`src/rtl/mem_stage_pkg.sv`:
```
// Shared definitions for the memory stage: zip widths, load-type codes, FSM states, exception codes.
package mem_stage_pkg;

  localparam int EX_TO_MEM_W = 106;
  localparam int EXCEPT_W    = 119;
  localparam int MEM_TO_WB_W = 103;

  localparam logic [2:0] LD_W  = 3'b000;
  localparam logic [2:0] LD_B  = 3'b001;
  localparam logic [2:0] LD_H  = 3'b010;
  localparam logic [2:0] LD_BU = 3'b011;
  localparam logic [2:0] LD_HU = 3'b100;

  localparam logic [5:0] ECODE_INT = 6'h00;
  localparam logic [5:0] ECODE_ADE = 6'h08;
  localparam logic [5:0] ECODE_ALE = 6'h09;
  localparam logic [5:0] ECODE_SYS = 6'h0b;
  localparam logic [5:0] ECODE_BRK = 6'h0c;
  localparam logic [5:0] ECODE_INE = 6'h0d;

  typedef enum logic [1:0] {
    S_EMPTY     = 2'd0,
    S_WAIT_DATA = 2'd1,
    S_READY     = 2'd2
  } mem_state_e;

  // Field order matches the EX_to_MEM_zip bit layout, MSB first.
  typedef struct packed {
    logic [31:0] pc;
    logic [31:0] ir;
    logic        gr_we;
    logic [4:0]  rf_waddr;
    logic [31:0] alu_result;
    logic        res_from_mem;
    logic [2:0]  ld_type;
  } ex_mem_t;

  function automatic logic ld_type_known(input logic [2:0] t);
    return (t <= LD_HU);
  endfunction

endpackage

```
`src/rtl/mem_load_align.sv`:
```
// Load data alignment and sign/zero extension by address low bits and load type.
module mem_load_align
  import mem_stage_pkg::*;
(
  input  logic [31:0] rdata,
  input  logic [1:0]  addr,
  input  logic [2:0]  ld_type,
  output logic [31:0] result
);

  logic [7:0]  byte_sel;
  logic [15:0] half_sel;

  always_comb begin
    byte_sel = rdata[{addr, 3'b000} +: 8];
    // Halfwords are assumed aligned; addr[0] is ignored.
    half_sel = addr[1] ? rdata[31:16] : rdata[15:0];
    case (ld_type)
      LD_B:    result = {{24{byte_sel[7]}}, byte_sel};
      LD_BU:   result = {24'h0, byte_sel};
      LD_H:    result = {{16{half_sel[15]}}, half_sel};
      LD_HU:   result = {16'h0, half_sel};
      default: result = rdata;
    endcase
  end

endmodule

```
`src/rtl/mem_stage.sv`:
```
// Pipeline memory stage: holds one EX handoff, waits for load data, aligns it and hands off to WB.
// Optional forwarding port enabled by defining MEM_FWD_EN.
//
// state       | meaning
// S_EMPTY     | no instruction held, always accepts
// S_WAIT_DATA | load held, waiting for its data_ok (mem_blocking high)
// S_READY     | result available, handed to WB when WB_allowin
module mem_stage
  import mem_stage_pkg::*;
(
  input  logic                   clk,
  input  logic                   rst,
  input  logic                   EX_to_MEM,
  input  logic [EX_TO_MEM_W-1:0] EX_to_MEM_zip,
  input  logic [EXCEPT_W-1:0]    EX_except_zip,
  output logic [EXCEPT_W-1:0]    MEM_except_zip,
  output logic                   MEM_allowin,
  input  logic                   WB_allowin,
  output logic                   MEM_to_WB,
  output logic [MEM_TO_WB_W-1:0] MEM_to_WB_zip,
  input  logic                   data_sram_data_ok,
  input  logic [31:0]            data_sram_rdata,
  input  logic                   flush,
  output logic                   mem_blocking
`ifdef MEM_FWD_EN
  ,
  output logic [37:0]            mem_fwd
`endif
);

  mem_state_e          state_q, state_d;
  logic                valid_q, valid_d;
  ex_mem_t             ex_q, ex_d;
  logic [EXCEPT_W-1:0] except_q, except_d;
  logic [31:0]         dbuf_q, dbuf_d;
  logic [1:0]          discard_q, discard_d;

  logic        accept;
  logic        to_wb;
  logic        flush_wait;
  logic        deliver;
  logic [31:0] aligned;
  logic [31:0] rf_wdata;

  assign MEM_allowin  = (state_q == S_EMPTY) | ((state_q == S_READY) & WB_allowin);
  assign accept       = EX_to_MEM & MEM_allowin & ~flush;
  assign to_wb        = (state_q == S_READY) & WB_allowin & ~flush;
  assign flush_wait   = flush & (state_q == S_WAIT_DATA);
  // A response is ours only if nothing older is still owed to the discard counter.
  assign deliver      = data_sram_data_ok & (discard_q == 2'd0) & (state_q == S_WAIT_DATA) & ~flush;
  assign MEM_to_WB    = to_wb;
  assign mem_blocking = (state_q == S_WAIT_DATA);

  always_comb begin
    state_d   = state_q;
    valid_d   = valid_q;
    ex_d      = ex_q;
    except_d  = except_q;
    dbuf_d    = dbuf_q;
    discard_d = discard_q;

    if (accept) begin
      ex_d     = ex_mem_t'(EX_to_MEM_zip);
      except_d = EX_except_zip;
    end
    if (deliver) dbuf_d = data_sram_rdata;

    // Flush with a same-cycle data_ok: the response is consumed here, so nothing new is owed.
    if (flush_wait && !data_sram_data_ok) begin
      if (discard_q != 2'd3) discard_d = discard_q + 2'd1;
    end else if (!flush_wait && data_sram_data_ok && discard_q != 2'd0) begin
      discard_d = discard_q - 2'd1;
    end

    if (flush) begin
      state_d = S_EMPTY;
      valid_d = 1'b0;
    end else begin
      case (state_q)
        S_EMPTY: begin
          if (accept) begin
            state_d = EX_to_MEM_zip[3] ? S_WAIT_DATA : S_READY;
            valid_d = 1'b1;
          end
        end
        S_WAIT_DATA: begin
          if (deliver) state_d = S_READY;
        end
        S_READY: begin
          if (to_wb) begin
            if (accept) begin
              state_d = EX_to_MEM_zip[3] ? S_WAIT_DATA : S_READY;
              valid_d = 1'b1;
            end else begin
              state_d = S_EMPTY;
              valid_d = 1'b0;
            end
          end
        end
        default: begin
          state_d = S_EMPTY;
          valid_d = 1'b0;
        end
      endcase
    end
  end

  always_ff @(posedge clk or posedge rst) begin
    if (rst) begin
      state_q   <= S_EMPTY;
      valid_q   <= 1'b0;
      ex_q      <= '0;
      except_q  <= '0;
      dbuf_q    <= '0;
      discard_q <= 2'd0;
    end else begin
      state_q   <= state_d;
      valid_q   <= valid_d;
      ex_q      <= ex_d;
      except_q  <= except_d;
      dbuf_q    <= dbuf_d;
      discard_q <= discard_d;
    end
  end

  mem_load_align u_align (
    .rdata   (dbuf_q),
    .addr    (ex_q.alu_result[1:0]),
    .ld_type (ex_q.ld_type),
    .result  (aligned)
  );

  assign rf_wdata = (ex_q.res_from_mem && ld_type_known(ex_q.ld_type)) ? aligned : ex_q.alu_result;

  assign MEM_except_zip = except_q;
  assign MEM_to_WB_zip  = {valid_q, ex_q.pc, ex_q.ir, ex_q.gr_we, ex_q.rf_waddr, rf_wdata};

`ifdef MEM_FWD_EN
  assign mem_fwd = {valid_q & ex_q.gr_we & (state_q == S_READY) & ~flush, ex_q.rf_waddr, rf_wdata};
`endif

endmodule

```
`config.mk`:
```
export PLATFORM = sky130hd
export DESIGN_NAME = mem_stage
export DESIGN_NICKNAME = d
export VERILOG_FILES = /design/src/rtl/mem_stage_pkg.sv /design/src/rtl/mem_load_align.sv /design/src/rtl/mem_stage.sv
export SDC_FILE = /design/constraint.sdc
export NUM_CORES = 1
export LEC_CHECK = 0
export CORE_AREA = 3 3 191 193
export CTS_BUF_LIST = sky130_fd_sc_hd__clkbuf_4 sky130_fd_sc_hd__clkbuf_8
export CTS_CLUSTER_SIZE = 28
export DETAILED_ROUTE_END_ITERATION = 12
export DIE_AREA = 0 0 194 196
export GPL_TIMING_DRIVEN = 1
export REMOVE_ABC_BUFFERS = 1
export SLEW_MARGIN = 10
export SYNTH_ARGS = -nofsm -noshare
export SYNTH_HDL_FRONTEND = slang
export SYNTH_SLANG_ARGS = --single-unit
export TNS_END_PERCENT = 20
```
`constraint.sdc`:
```
create_clock -name clk -period 26.5 [get_ports clk]
set_input_delay 5.3 -clock clk [delete_from_list [all_inputs] [get_ports clk]]
set_output_delay 5.3 -clock clk [all_outputs]
set_load 0.05 [all_outputs]
```
* Word level (Yosys, flattened, before mapping)
Index checks and enable logic that the tools add are counted.
Word-level totals: flip-flop bits (word level) 262, bits of input ports 263, output and inout port bits 225, logic and storage cells 69
Cells by class: $add $sub $neg 2, $lt $le $gt $ge 1, equality and inequality tests 12, shift operators 1, multiplexer cells 18, bitwise gates (word level) 10, reduce and logical (&&, ||, !) cells 13
Operator list (count):
- case mux 32 bit (4 select lines) | 1
- 2-to-1 mux 32 bit | 1
- variable part select 32 x 6 -> 8 bit | 1
- 2-to-1 mux 2 bit | 9
- 2-to-1 mux 16 bit | 1
- AND 1 bit | 8
- == test 3 x 2 -> 1 bit, second input constant | 2
- != test 3 bit, second input constant | 2
- case mux 2 bit (3 select lines) | 1
- AND reduction 3 bit | 2
- logical AND 1 bit | 4
- zero test 2 bit | 2
- 2-to-1 mux 1 bit | 4
- != test 2 bit, second input constant | 2
- nonzero test 2 bit | 2
- == test 3 x 1 -> 1 bit, second input constant | 1
- == test 3 bit, second input constant | 1
- less-or-equal comparator 3 bit, second input constant | 1
- != test 3 x 2 -> 1 bit, second input constant | 1
- case mux 1 bit (3 select lines) | 1
- adder 2 x 1 -> 2 bit, second input constant | 1
- == test 2 x 1 -> 1 bit, second input constant | 1
- == test 2 bit, second input constant | 1
- zero test 1 bit | 2
- 5 further kinds | 5

* Depth between registers and ports, before layout
word-level depth 9, depth in mapped cells 7

* Hierarchy
A second synthesis with hierarchy kept.
Unflattened totals: cells, all modules 798, area total of the unflattened synthesis 12157.9 µm²
Modules (own cells, without submodules):
- mem_stage | times used 1, cells each 683, area each 11385.9 µm², sequential area each 6556.3 µm²
- mem_load_align | times used 1, cells each 115, area each 772.0 µm², sequential area each 0.0 µm²

* Least setup slack after synthesis
OpenSTA, ideal clock, no wires.
path kind input-to-output, start point in flush, end point out MEM_to_WB, data arrival time 5.887 ns, slack 15.313 ns, stages on the path 2, cell sequence nor2_1 > and3_1
Between the ends: cells in the longest elaborated chain, start to end 2
Ends and longest elaborated chain:
- from (decl) | RTL line mem_stage.sv:23 | input logic flush,
- inverter 1 bit | RTL line mem_stage.sv:47 | assign to_wb = (state_q == S_READY) & WB_allowin & ~flush;
- AND 1 bit | RTL line mem_stage.sv:47
- to (decl) | RTL line mem_stage.sv:19 | output logic MEM_to_WB,
Every way passes these cells.

* Worst setup path after layout
Ends and elaborated chain as after synthesis.

==> metrics.yaml <==
route:
  post-route-drc-count: 0
  post_drt_wl_per_cell_um: 17.8
  vias_per_cell: 4.56
  ant_nets: 0
  num_vias: 10100
  drtIter0Drc: 580
  wirelength_mm: 39.4
  firstDrtPassIters: 4
synthesis:
  synthDistinctLibCells: 53
  ys_seq_elements: 262
  yosysWarningCount: 0
  netlist_instances: 1316
  syn_area_per_cell_um2: 8.90
  syn_area_um2: 11700
  synth_flop_cell: "dfrtp_1"
  synth_edf_count: 0
  yosysSeqAreaShare: 0.560
  async_flop_share: 1.00
sta:
  max_freq_mhz: 80.4
  setup_viol: 0
  period_needed_ns: 12.44
  worst_pin_slew_ns: 1.10
  clock_skew_ns: 0.0166
  slew_violations: 0
  hold_viol_final: 0
  setup_tns_ns: 0
  fin_crit_sh: 0.470
  maxSlewHeadroom: 0.270
  rsz0062_at_grt: "false"
pwr:
  leakage_nw: 8.28
  finalPower_mw: 1.62
  powerDensity_nw_per_um2: 92.9
  ir_worst_vdd_mv: 0.0515
placement:
  gp_congestion: 0.799
  dp_hpwl_mm: 27.8
  io_buffers: 487
clocking:
  cts_hold_buf: 0
  post_cts_buffers: 0
  cts_tree: "done"
  cts_buffers: 50
  htreeDepth: 2
  cts-root-buf: "clkbuf_8"
  clockBufferDepth: 3
  clk_latency_ns: 0.58
  cts.sinks: 262
  clk_pin_slew_worst_paths_ns: 0.05
  cts_resized: 0
grt:
  grt_pass1_vias: 10500
  grt_max_degree: 126
  grt_usage: 0.203
  gr-total-overflow: 0
  grt_pass1_wl_mm: 61.4
  antenna_found_initial: 6
die:
  initial_core_util: 0.337
  die_y_um: 196
  rows: 68
  die_area_um2: 38000
  coreArea_um2: 34700
  fp.dieW_um: 194
  pin_count: 488
run_status:
  status: "finished, final reports clean"
worst_setup_path:
  startpoint_type: "input port"
  arrival_ns: 7.14
  crit_path_max_fanout: 6
  worstPathRequired_ns: 21.20
  critical_path_class: "in -> out"
  cp-end-kind: "output port"
layout:
  final_nets: 1987
  area_delta_synth_final_pct: 49.2
  layout-drive-gt1-share: 0.0902
flow_run:
  cap_violations: 0
hold_path:
  hold_class: "reg -> reg"
[kinds of logic (layout without fill, tap and decap cells)]
| logic type | count (synthesis) | after routing | share of synthesized area |
|---|---|---|---|
| other | 0 | 3 | 0 |
| DFF | 262 | 262 | 0.560 |
| and+or+nand+nor | 777 | 777 | 0.263 |
| adders and majority gates | 1 | 1 | 0.000961 |
| buffers and inverters | 146 | 592 | 0.0770 |
| AOI/OAI and AO/OA | 85 | 85 | 0.0567 |
| xor gates and xnor gates | 3 | 3 | 0.00288 |
| muxes | 42 | 42 | 0.0401 |
[final timing paths]
kind                                               startpoint                              to  slack [ns]  cells past startpoint
worst max register to register         state_q[0]$_DFFE_PP0P_          state_q[0]$_DFFE_PP0P_       23.70                      5
worst min register to register  MEM_to_WB_zip[34]$_DFFE_PP0N_   MEM_to_WB_zip[34]$_DFFE_PP0N_        0.47                      2
worst max-delay path                                    flush                       MEM_to_WB       14.06                      4
worst min-delay path            MEM_to_WB_zip[34]$_DFFE_PP0N_   MEM_to_WB_zip[34]$_DFFE_PP0N_        0.47                      2
min in group asynchronous                                 rst   MEM_to_WB_zip[42]$_DFFE_PP0N_        5.25                      2
max in group asynchronous                                 rst  MEM_except_zip[46]$_DFFE_PP0N_       18.83                      4
[layout make-up]
type / instances / area [um^2]
fillers: 3290 / 17200
flip-flops and latches: 262 / 6560
repair buffers: 496 / 4940
multi-input cells: 908 / 4270
clock buffers: 84 / 1040
well taps: 455 / 569
clock inverters: 6 / 57.6
inverters: 6 / 30.0
diodes: 3 / 7.51
[worst max-delay path, stage by stage]
cell	delay, ns
clkdlybuf4s50_1	0.53
nor2_1	0.31
and3_1	0.21
clkdlybuf4s50_1	0.80
[power by group]
group	internal (mW)	switching, mW	leakage [nW]
logic	0.226	0.415	4.44
clock network	0.255	0.174	0.585
registers	0.485	0.0671	3.26
[synth_stat cells (7+ instances only)]
library cell,instances,share of area
dfrtp_1,262,0.56
buf_2,24,0.010
buf_1,12,0.0038
a211oi_1,8,0.0051
mux2_2,31,0.030
nor2_1,31,0.0099
o21ai_0,7,0.0030
nand2_1,702,0.22
a21oi_1,24,0.010
clkbuf_1,24,0.0077
a21oi_4,10,0.014
o21ai_1,12,0.0051
nand2b_1,7,0.0037
nand3_1,7,0.0030
mux2i_1,7,0.0060
buf_4,76,0.049
[flip-flops by register name, summed over array words and instances (netlist names)]
name            count
MEM_except_zip    119
MEM_to_WB_zip      70
dbuf_q             32
discard_q           2
ex_q               36
state_q             2
valid_q             1
[cell usage in the layout (no fill, tap or decap), types with 7 or more instances in the layout]
| cell type | netlist | routed |
|---|---|---|
| a21oi_4 | 10 | 10 |
| nand2_1 | 702 | 702 |
| buf_4 | 76 | 9 |
| mux2i_1 | 7 | 7 |
| a211oi_1 | 8 | 8 |
| o21ai_1 | 12 | 12 |
| a21oi_1 | 24 | 24 |
| o21ai_0 | 7 | 7 |
| dfrtp_1 | 262 | 262 |
| mux2_2 | 31 | 31 |
| clkbuf_8 | 0 | 65 |
| clkbuf_4 | 0 | 19 |
| nor2_1 | 31 | 31 |
| nand2b_1 | 7 | 7 |
| clkdlybuf4s50_1 | 0 | 487 |
[per-stage QoR]
| step | worst slack, ns | hold slack [ns] | instance area, um^2 | utilization | cells |
|---|---|---|---|---|---|
| 6_report | 14.06 | 0.468 | 17500 | 0.503 | 2220 |
| 5_1_grt | 13.98 | 0.490 | 17500 | 0.503 | 2219 |
| 4_1_cts | 14.06 | 0.475 | 17500 | 0.503 | 2217 |
| 3_5_place_dp | 14.06 | 0.461 | 16400 | 0.472 | 2127 |
| 3_3_place_gp | 14.12 | 0.456 | 16400 | 0.472 | 2127 |
| 2_1_floorplan | 13.99 | 0.446 | 10800 | - | 1176 |
[routing by layer]
| metal | global-route usage | vias to the layer above | part of all wire |
|---|---|---|---|
| li1 | - | 4882 | - |
| met1 | 0.248 | 4796 | 0.40 |
| met2 | 0.334 | 365 | 0.48 |
| met3 | 0.0792 | 67 | 0.094 |
| met4 | 0.0620 | 6 | 0.024 |
| met5 | 0 | - | 0.00081 |
Note: power is estimated with default switching activity, not from simulation.
